$ cat config.mk
export PLATFORM = sky130hd
export DESIGN_NAME = stim_misr_harness
export DESIGN_NICKNAME = d
export VERILOG_FILES = /design/src/rtl/stim_misr_harness.sv
export SDC_FILE = /design/constraint.sdc
export NUM_CORES = 1
export LEC_CHECK = 0
export CORE_AREA = 4 4 426 428
export DETAILED_ROUTE_END_ITERATION = 10
export DIE_AREA = 0 0 430 432
export PLACE_DENSITY_LB_ADDON = 0.25
export SLEW_MARGIN = 0
export SYNTH_ARGS = -nofsm -noshare
export SYNTH_HDL_FRONTEND = slang
export SYNTH_SLANG_ARGS = --single-unit
$ cat constraint.sdc
create_clock -name clk_i -period 4.42 [get_ports clk_i]
set_clock_uncertainty 0.05 [all_clocks]
set_input_delay 0.884 -clock clk_i [delete_from_list [all_inputs] [get_ports clk_i]]
set_output_delay 0.884 -clock clk_i [all_outputs]
set_load 0.01 [all_outputs]
$ cat src/rtl/stim_misr_harness.sv
// Seeded stimulus generator and 32-bit MISR response compactor for fuzzed DUT netlists.
// Each vector is held for DUT_LAT+1 cycles; dut_out is folded into the signature on the last edge.
module stim_misr_harness #(
    parameter int unsigned IN_W    = 50,
    parameter int unsigned OUT_W   = 867,
    parameter int unsigned DUT_LAT = 1
) (
    input  logic              clk_i,
    input  logic              rst_i,
    input  logic              start_i,
    input  logic              step_mode_i,
    input  logic              step_i,
    input  logic [63:0]       seed_i,
    input  logic [15:0]       num_vec_i,
    input  logic [31:0]       expected_sig_i,
    input  logic [OUT_W-1:0]  dut_out_i,
    output logic [IN_W-1:0]   dut_in_o,
    output logic              busy_o,
    output logic              done_o,
    output logic [15:0]       vec_idx_o,
    output logic [31:0]       signature_o,
    output logic              match_o
);

    localparam int unsigned LFSR_W = 64;
    localparam int unsigned SIG_W  = 32;
    localparam int unsigned CNT_W  = 8;
    localparam int unsigned IDX_W  = 16;
    localparam int unsigned REPS   = (IN_W + LFSR_W - 1) / LFSR_W;
    localparam int unsigned NSLICE = (OUT_W + SIG_W - 1) / SIG_W;
    localparam int unsigned PAD_W  = NSLICE * SIG_W;

    localparam logic [LFSR_W-1:0] LFSR_TAPS = 64'hD800_0000_0000_0000;
    localparam logic [SIG_W-1:0]  MISR_POLY = 32'h04C1_1DB7;

    typedef enum logic [1:0] {
        S_IDLE   = 2'd0,
        S_SETTLE = 2'd1,
        S_HOLD   = 2'd2,
        S_DONE   = 2'd3
    } state_t;

    state_t             state_q;
    logic [LFSR_W-1:0]  lfsr_q;
    logic [LFSR_W-1:0]  lfsr_d;
    logic [SIG_W-1:0]   sig_q;
    logic [SIG_W-1:0]   sig_d;
    logic [IDX_W-1:0]   vec_idx_q;
    logic [IDX_W-1:0]   vec_idx_d;
    logic [IDX_W-1:0]   num_vec_q;
    logic [CNT_W-1:0]   cnt_q;
    logic               step_mode_q;
    logic               busy_q;
    logic               done_q;

    logic [REPS*LFSR_W-1:0] lfsr_rep;
    logic [PAD_W-1:0]       out_pad;
    logic [SIG_W-1:0]       fold;

    // Stimulus: LFSR tiled across the DUT input width
    assign lfsr_rep = {REPS{lfsr_q}};
    assign dut_in_o = lfsr_rep[IN_W-1:0];

    // Response fold: XOR of all 32-bit slices, top partial slice zero-extended
    assign out_pad = PAD_W'(dut_out_i);

    always_comb begin
        fold = '0;
        for (int i = 0; i < int'(NSLICE); i++) begin
            fold = fold ^ out_pad[i*SIG_W +: SIG_W];
        end
    end

    assign lfsr_d    = (lfsr_q >> 1) ^ (lfsr_q[0] ? LFSR_TAPS : '0);
    assign sig_d     = {sig_q[SIG_W-2:0], 1'b0} ^ (sig_q[SIG_W-1] ? MISR_POLY : '0) ^ fold;
    assign vec_idx_d = vec_idx_q + IDX_W'(1);

    // Run controller: start/settle/capture/hold sequencing
    always_ff @(posedge clk_i) begin
        if (rst_i) begin
            state_q     <= S_IDLE;
            lfsr_q      <= '0;
            sig_q       <= '0;
            vec_idx_q   <= '0;
            num_vec_q   <= '0;
            cnt_q       <= '0;
            step_mode_q <= 1'b0;
            busy_q      <= 1'b0;
            done_q      <= 1'b0;
        end else begin
            case (state_q)
                S_IDLE, S_DONE: begin
                    if (start_i) begin
                        lfsr_q      <= (seed_i == '0) ? LFSR_W'(1) : seed_i;
                        sig_q       <= '0;
                        vec_idx_q   <= '0;
                        cnt_q       <= CNT_W'(DUT_LAT);
                        num_vec_q   <= num_vec_i;
                        step_mode_q <= step_mode_i;
                        if (num_vec_i == '0) begin
                            state_q <= S_DONE;
                            busy_q  <= 1'b0;
                            done_q  <= 1'b1;
                        end else begin
                            state_q <= S_SETTLE;
                            busy_q  <= 1'b1;
                            done_q  <= 1'b0;
                        end
                    end
                end
                S_SETTLE: begin
                    if (cnt_q != '0) begin
                        cnt_q <= cnt_q - CNT_W'(1);
                    end else begin
                        // Capture edge: last cycle of this vector's presentation
                        sig_q     <= sig_d;
                        vec_idx_q <= vec_idx_d;
                        lfsr_q    <= lfsr_d;
                        cnt_q     <= CNT_W'(DUT_LAT);
                        if (vec_idx_d == num_vec_q) begin
                            state_q <= S_DONE;
                            busy_q  <= 1'b0;
                            done_q  <= 1'b1;
                        end else if (step_mode_q) begin
                            state_q <= S_HOLD;
                        end
                    end
                end
                S_HOLD: begin
                    if (step_i) begin
                        state_q <= S_SETTLE;
                    end
                end
                default: begin
                    state_q <= S_IDLE;
                    busy_q  <= 1'b0;
                    done_q  <= 1'b0;
                end
            endcase
        end
    end

    assign busy_o      = busy_q;
    assign done_o      = done_q;
    assign vec_idx_o   = vec_idx_q;
    assign signature_o = sig_q;
    assign match_o     = done_q && (sig_q == expected_sig_i);

endmodule

==> reports/results.tsv, run 1 <==
stage	metric	value	unit
run_status	status	completed	
sta	hold_violations	0	
power_and_ir_drop	seq_power_share	20.1	%
power_and_ir_drop	power_density	367.0	nW/µm²
setup_path	path_cells	clkdlybuf4s50_1 -> xnor2_1 -> nand4_1 -> buf_4 -> nor4_4 -> nand4_1 -> nor4_4 -> buf_4 -> buf_12	
detailed_routing	vias	15440	
place	dp_hpwl	102.2	mm
power_and_ir_drop	clkPwrFrac	15.6	%
yosys	netlist_area	15000	µm²
setup_path	cp_slowest_cell	clkdlybuf4s50_1	
yosys	synth_seq_area_share	18.82	%
hold_path	worstHoldStart	lfsr_q[62]	
yosys	synth-async-reset-ratio	0	%
floorplanning	core.rowCount	155	
power_and_ir_drop	vdd_drop_max	0.4142	mV
yosys	synth_nets	2727	
setup_path	cpPeakStageDelay	0.50	ns
yosys	ys_warn_count	0	
setup_path	path_buf_inv	4	
floorplanning	initial_core_util	8.433	%
yosys	synth_edf_count	0	
sta	period_minus_slack	4.184	ns
floorplanning	dieArea	185800	µm²
setup_path	cp-end-kind	primary output	
power_and_ir_drop	p_sw_share	43.35	%
yosys	synth-seq-cells	141	
sta	finalCritPeriodShare	94.66	%
cells_and_area	final_common_cell	clkdlybuf4s50_1	
clock_network	hold_buffers	0	
global_route	antenna_found_initial	67	
floorplanning	die_w	430	µm
sta	slew_headroom	23.10	%
yosys	syn_inst	1738	
cells_and_area	drive_above_1_share	3.098	%
sta	setup-tns-final	0	ns
detailed_routing	via_per_inst	2.998	
clock_network	path_clk_slew	0.07	ns
detailed_routing	drc	0	
cells_and_area	fin_util	16.40	%
setup_path	cpLargestDelayFamily	buffers and inverters	
global_route	overflow	0	
power_and_ir_drop	power_switching	4641	µW
hold_path	min_path_type	reg -> reg	
power_and_ir_drop	power.internal	6064	µW
setup_path	cp.required	3.49	ns
run	max_cap_violations	0	
yosys	synth_cell_types	60	
global_route	grt_pass1_vias	16770	
detailed_routing	drtIter0Drc	499	
detailed_routing	wl_per_cell	21.77	µm
detailed_routing	totalWireLength	112.2	mm
floorplanning	io_pins	1085	
clock_network	worstSkewPairLatency	0.51	ns
setup_path	critPathLaunchType	input port	
global_route	grt_pass1_wl	144.9	mm
power_and_ir_drop	leakagePower	0.009035	µW
floorplanning	core-area	177800	µm²
place	gp_congestion	0.8141	
cells_and_area	nets	3752	
clock_network	cts_made_buffers	17	
yosys	synthFlopType	dfxtp_1	
sta	fmax	239.0	MHz
global_route	track_usage	11.64	%
place	port_buffers	1084	
setup_path	worstPathMaxFanout	1	
clock_network	clockBufferDepth	2	
yosys	synthTopCellsByArea	xnor2_1, dfxtp_1, xor2_1	
yosys	synth_top_area_share	47.66	%
cells_and_area	mostFrequentLayoutCells	clkdlybuf4s50_1, xnor2_1, dfxtp_1	
place	place_area	28460	µm²
cells_and_area	final_area	29170	µm²
clock_network	cts_sinks	141	
yosys	syn_avg_cell_area	8.629	µm²
floorplanning	dieHeight	432	µm
sta	rsz0062_at_grt	false	
clock_network	cts_tree	yes	
sta	worst_pin_slew	1.153	ns
clock_network	htree_levels	4	
cells_and_area	syn2layout_area_growth	94.50	%
clock_network	cts-root-buf	clkbuf_16	
sta	report.final.slew_viol_count	0	
detailed_routing	drt_first_pass_iters	6	
setup_path	r2r-start	vec_idx_o[0]	
setup_path	startpoint	expected_sig_i[22]	
sta	setup_viol	0	
detailed_routing	ant_nets	0	
power_and_ir_drop	comb_power_share	64.3	%
global_route	grt_max_degree	124	
setup_path	crit_type	in -> out	
yosys	yosys.area.top_type	xnor2_1	
setup_path	crit_arrival	3.25	ns
## path summary, 6_finish.rpt
check | to | slack [ns] | cells past startpoint
setup / recovery | match_o | 0.24 | 9
hold / removal | lfsr_q[62] | 0.41 | 2
setup reg to reg | state_q[1] | 1.43 | 7
hold reg to reg | lfsr_q[62] | 0.41 | 2
## per-stage QoR
step | setup WS (ns) | total power [µW] | instances | hold slack, ns
6_report | 0.2361 | 10700 | 5151 | 0.4067
5_1_grt | 0.03664 | 11570 | 5145 | 0.4262
4_1_cts | 0.02779 | 11140 | 5131 | 0.4113
3_5_place_dp | -0.2905 | 9354 | 5099 | 0.3995
3_3_place_gp | -0.3295 | 9360 | 5099 | 0.3936
2_1_floorplan | 1.536 | 6136 | 1738 | 0.3816
## cells in the mapped netlist, drive strengths merged (3+ instances only)
master,instances
nand2,98
nand4,22
nor2b,8
buf,70
inv,9
nor2,89
o31ai,8
or3,4
ha,5
and4,4
a211o,3
clkbuf,36
nor3,5
nand2b,3
nor3b,3
nand3,13
xor2,117
o211ai,4
nor4,29
mux2i,62
nand4b,3
and2,5
a211oi,61
xnor2,816
a21oi,35
o21ai,53
and3,4
dfxtp,141
## flip-flops by register name, summed over array words and instances (netlist names)
signal       count
step_mode_q      1
lfsr_q          64
cnt_q            8
busy_o           1
signature_o     32
done_o           1
vec_idx_o       16
state_q          2
num_vec_q       16
## power by group through the flow
stage,logic [µW],registers (µW),clock network [µW]
after detailed placement,7130,2230,0
final,6890,2150,1670
after floorplan,4140,2000,0
after global placement,7140,2220,0
after CTS,7160,2200,1780
after global routing,7530,2230,1810
## kinds of logic after synthesis
logic type                 Yosys count  share of synthesized area [%]
xor gates and xnor gates           933                          54.49
and+or+nand+nor                    296                          9.678
AOI/OAI and AO/OA                  184                          7.918
DFF                                141                          18.82
buffers and inverters              115                          4.363
muxes                               64                          4.313
adders and majority gates            5                         0.4172
## timing repair
action	4_1_cts	5_1_grt
setup endpoints to repair	1	1
pin swaps	2	3
buffers inserted	0	0
resized for setup	2	4
cloned	0	0
## routing by layer
metal  global-route usage [%]  up-vias  wire length (µm)
met3                    3.837      147              7917
met5                   0.2082        -               155
met2                    23.53      642             64650
met4                    4.418       18              3745
met1                    10.54     6884             35690
li1                         -     7750                 -
## layout make-up
type	count	area, µm²
clock buffers	17	425.4
clock inverters	15	196.4
repair buffers	1112	11100
well taps	2355	2947
diodes	20	50.05
inverters	9	33.78
fillers	20120	148700
multi-input cells	1482	11600
flip-flops and latches	141	2824
## worst reg2reg max path: stages (launching register included)
cell and delay, ns:
dfxtp_1 0.53, ha_1 0.40, and4_2 0.43, nand3_1 0.18, xnor2_1 0.18, a2111o_1 0.33, nor4_4 0.46, mux2_4 0.33
No activity file was read; power rests on OpenSTA's default activity.
==> inputs of run 2 (changes only) <==
--- a/config.mk
+++ b/config.mk
@@ -5,9 +5,10 @@
 export SDC_FILE = /design/constraint.sdc
 export NUM_CORES = 1
 export LEC_CHECK = 0
-export CORE_AREA = 4 4 426 428
+export ABC_AREA = 1
+export CORE_AREA = 4 4 415 417
 export DETAILED_ROUTE_END_ITERATION = 10
-export DIE_AREA = 0 0 430 432
+export DIE_AREA = 0 0 419 421
 export PLACE_DENSITY_LB_ADDON = 0.25
 export SLEW_MARGIN = 0
 export SYNTH_ARGS = -nofsm -noshare
==> run 2 against run 1 <==
Effect of this change: clock power down 2%; global-route usage is 1.1 points higher; critical endpoint unchanged; wire length rose by 2.7%; cell count up 8.3%; highest routed layer unchanged; worst setup slack better by 0.094 ns; largest power group unchanged; critical path depth increased by 1; core utilization increased by 1.4 points; sequential share of layout area down 0.28 points; non-clock buffer count rose by 9.
==> reports/results.tsv, run 2 <==
stage	metric	value	unit
run_status	status	completed	
setup_path	cpPeakStageDelay	0.47	ns
setup_path	endpoint	match_o	
detailed_routing	drc	0	
sta	fin_ws	0.3304	ns
sta	fmax	244.5	MHz
sta	setup-tns-final	0	ns
power_and_ir_drop	leakagePower	0.01150	µW
setup_path	path_cells	clkdlybuf4s50_1 -> nand2_1 -> o21ai_0 -> a211oi_2 -> o2111ai_1 -> nor4_2 -> nand4_1 -> buf_4 -> nor2_1 -> buf_4	
sta	slew_headroom	35.84	%
global_route	grt_pass1_wl	152.8	mm
clock_network	cts_sinks	141	
yosys	synth_cell_types	47	
power_and_ir_drop	vdd_drop_max	0.2814	mV
cells_and_area	final_area	30040	µm²
place	dpl_worst_slack	-0.3541	ns
yosys	synth_seq_area_share	17.63	%
sta	hold_violations	0	
yosys	syn_inst	2291	
floorplanning	core-area	168700	µm²
global_route	grtUsageMet2	22.43	%
yosys	netlist_area	16010	µm²
setup_path	worstReg2RegEnd	lfsr_q[62]	
clock_network	path_clk_slew	0.07	ns
setup_path	cp_slowest_cell	clkdlybuf4s50_1	
place	dp_hpwl	103.6	mm
setup_path	cp.required	3.49	ns
clock_network	cts_made_buffers	17	
floorplanning	dieHeight	421	µm
setup_path	r2r-start	state_q[1]	
yosys	synth_edf_count	0	
clock_network	cts_tree	yes	
cells_and_area	largest_reg_flops	64	
place	place_area	29370	µm²
global_route	track_usage	12.72	%
yosys	synthTopCellsByArea	xnor2_1, dfxtp_1, xor2_1	
setup_path	rr_worst_depth	10	
hold_path	min_path_type	reg -> reg	
setup_path	cp-end-kind	primary output	
floorplanning	core.rowCount	151	
setup_path	cpLargestDelayFamily	buffers and inverters	
cells_and_area	nets	4320	
setup_path	crit_arrival	3.16	ns
floorplanning	die_w	419	µm
detailed_routing	wl_per_cell	20.64	µm
sta	rsz0062_at_grt	false	
setup_path	critPathLaunchType	input port	
detailed_routing	vias	18410	
yosys	yosys.area.top_type	xnor2_1	
clock_network	cts-root-buf	clkbuf_16	
global_route	grt_max_degree	70	
cells_and_area	drive_above_1_share	3.798	%
power_and_ir_drop	p_sw_share	47.95	%
yosys	synthFlopType	dfxtp_1	
yosys	synth_nets	3280	
sta	period_minus_slack	4.090	ns
global_route	grt_pass1_vias	19170	
place	port_buffers	1084	
floorplanning	initial_core_util	9.491	%
power_and_ir_drop	seq_power_share	21.1	%
global_route	use_met3	4.082	%
detailed_routing	drt_first_pass_iters	5	
global_route	antenna_found_initial	64	
setup_path	startpoint	expected_sig_i[8]	
detailed_routing	ant_nets	0	
setup_path	worstPathMaxFanout	2	
yosys	synth-seq-cells	141	
power_and_ir_drop	power	10740	µW
global_route	groute.layer.met1.usage	14.78	%
setup_path	rrSetupSlack	1.47	ns
sta	setup_viol	0	
yosys	synth_top_area_share	25.82	%
setup_path	crit_path_frequent_cell	buf_4	
power_and_ir_drop	clkPwrFrac	15.2	%
yosys	synth-async-reset-ratio	0	%
detailed_routing	totalWireLength	115.2	mm
sta	finalCritPeriodShare	92.52	%
cells_and_area	final_common_cell	clkdlybuf4s50_1	
run	max_cap_violations	0	
cells_and_area	syn2layout_area_growth	87.59	%
cells_and_area	max_flop_register	lfsr_q	
power_and_ir_drop	power_switching	5149	µW
yosys	synth_most_common_cell	nand2_1	
setup_path	crit_type	in -> out	
yosys	ys_warn_count	0	
floorplanning	dieArea	176400	µm²
detailed_routing	drtIter0Drc	861	
power_and_ir_drop	power_density	357.5	nW/µm²
sta	worst_pin_slew	0.9591	ns
cells_and_area	mostFrequentLayoutCells	clkdlybuf4s50_1, nand2_1, xnor2_1	
yosys	syn_avg_cell_area	6.989	µm²
detailed_routing	via_per_inst	3.299	
sta	report.final.slew_viol_count	0	
clock_network	htree_levels	4	
clock_network	clockBufferDepth	2	
power_and_ir_drop	power.internal	5589	µW
power_and_ir_drop	comb_power_share	63.7	%
yosys	synth_commonest_cells	nand2_1, xnor2_1, xor2_1	
clock_network	worstSkewPairLatency	0.54	ns
setup_path	path_buf_inv	3	
global_route	overflow	0	
sta	fin_hold_ws	0.4130	ns
place	gp_congestion	0.8717	
global_route	grt.busiest_layer	met2	
floorplanning	io_pins	1085	
setup_path	crit_cells	10	
-- run 2: cell count changes in the layout (fill, tap and decap cells not counted), moves of 62 or more --
cell     previous run  this run
nand2_1            97       506
xnor2_1           815       472
inv_1               9       189
xor2_1            117       285
nand3_1            11       117
a21oi_1            35       131
mux2i_1            62         0
-- run 2: worst min-delay path by stage --
stage | startpoint | endpoint | slack (ns) | cells after the start
global route | step_mode_q | step_mode_q | 0.44 | 2
finish | step_mode_q | step_mode_q | 0.41 | 2
CTS | step_mode_q | step_mode_q | 0.42 | 2
detailed placement | step_mode_q | step_mode_q | 0.41 | 2
floorplan | step_mode_q | step_mode_q | 0.38 | 2
global placement | step_mode_q | step_mode_q | 0.39 | 2
-- run 2: layout make-up --
type,instances,area (µm²)
Fill cell,19080,138700
Timing Repair Buffer,1121,11150
Tap cell,2218,2775
Antenna cell,19,47.55
Clock buffer,17,425.4
Inverter,196,735.7
Multi-Input combinational cell,1854,11890
Clock inverter,15,186.4
Sequential cell,141,2825
-- run 2: power by group through the flow --
stage / clock, µW / combinational (µW) / sequential, µW
6_report: 1630 / 6840 / 2270
5_1_grt: 1780 / 7650 / 2360
4_1_cts: 1750 / 7050 / 2300
3_5_place_dp: 0 / 7010 / 2310
3_3_place_gp: 0 / 6990 / 2310
2_1_floorplan: 0 / 3970 / 2090
-- run 2: cells by family (layout without fill, tap and decap cells) --
group | count (synthesis) | in the layout | synth area share [%]
fa+ha+maj | 5 | 5 | 0.3907
xor+xnor | 765 | 765 | 42.54
simple gates | 812 | 812 | 22.07
other cells | 0 | 19 | 0
flops | 141 | 141 | 17.63
buf+inv | 296 | 1349 | 8.236
compound gates | 272 | 272 | 9.134
-- run 2: repair_timing --
action                                  in CTS  in global routing
endpoints found under the setup margin       1                  0
hold endpoints to repair                     0                  0
setup buffers                                0                  0
hold buffers                                 0                  0
gates resized for setup                      3                  0
-- run 2: tightest hold or removal path, stage by stage, from the launching register on --
cell,delay [ns]
dfxtp_1,0.30
inv_1,0.06
a21oi_1,0.06
-- run 2: stage by stage --
stage / std cells / util [%]
2_1_floorplan: 2291 / -
3_3_place_gp: 5530 / 17.41
3_5_place_dp: 5530 / 17.41
4_1_cts: 5562 / 17.78
5_1_grt: 5575 / 17.80
6_report: 5581 / 17.80
-- run 2: per-layer routing --
metal | part of all wire (%) | up-vias | wire length (µm)
met3 | 7.6 | 99 | 8730
met5 | 0.16 | - | 186
li1 | - | 9295 | -
met2 | 50 | 612 | 57560
met1 | 41 | 8376 | 46960
met4 | 1.5 | 28 | 1745
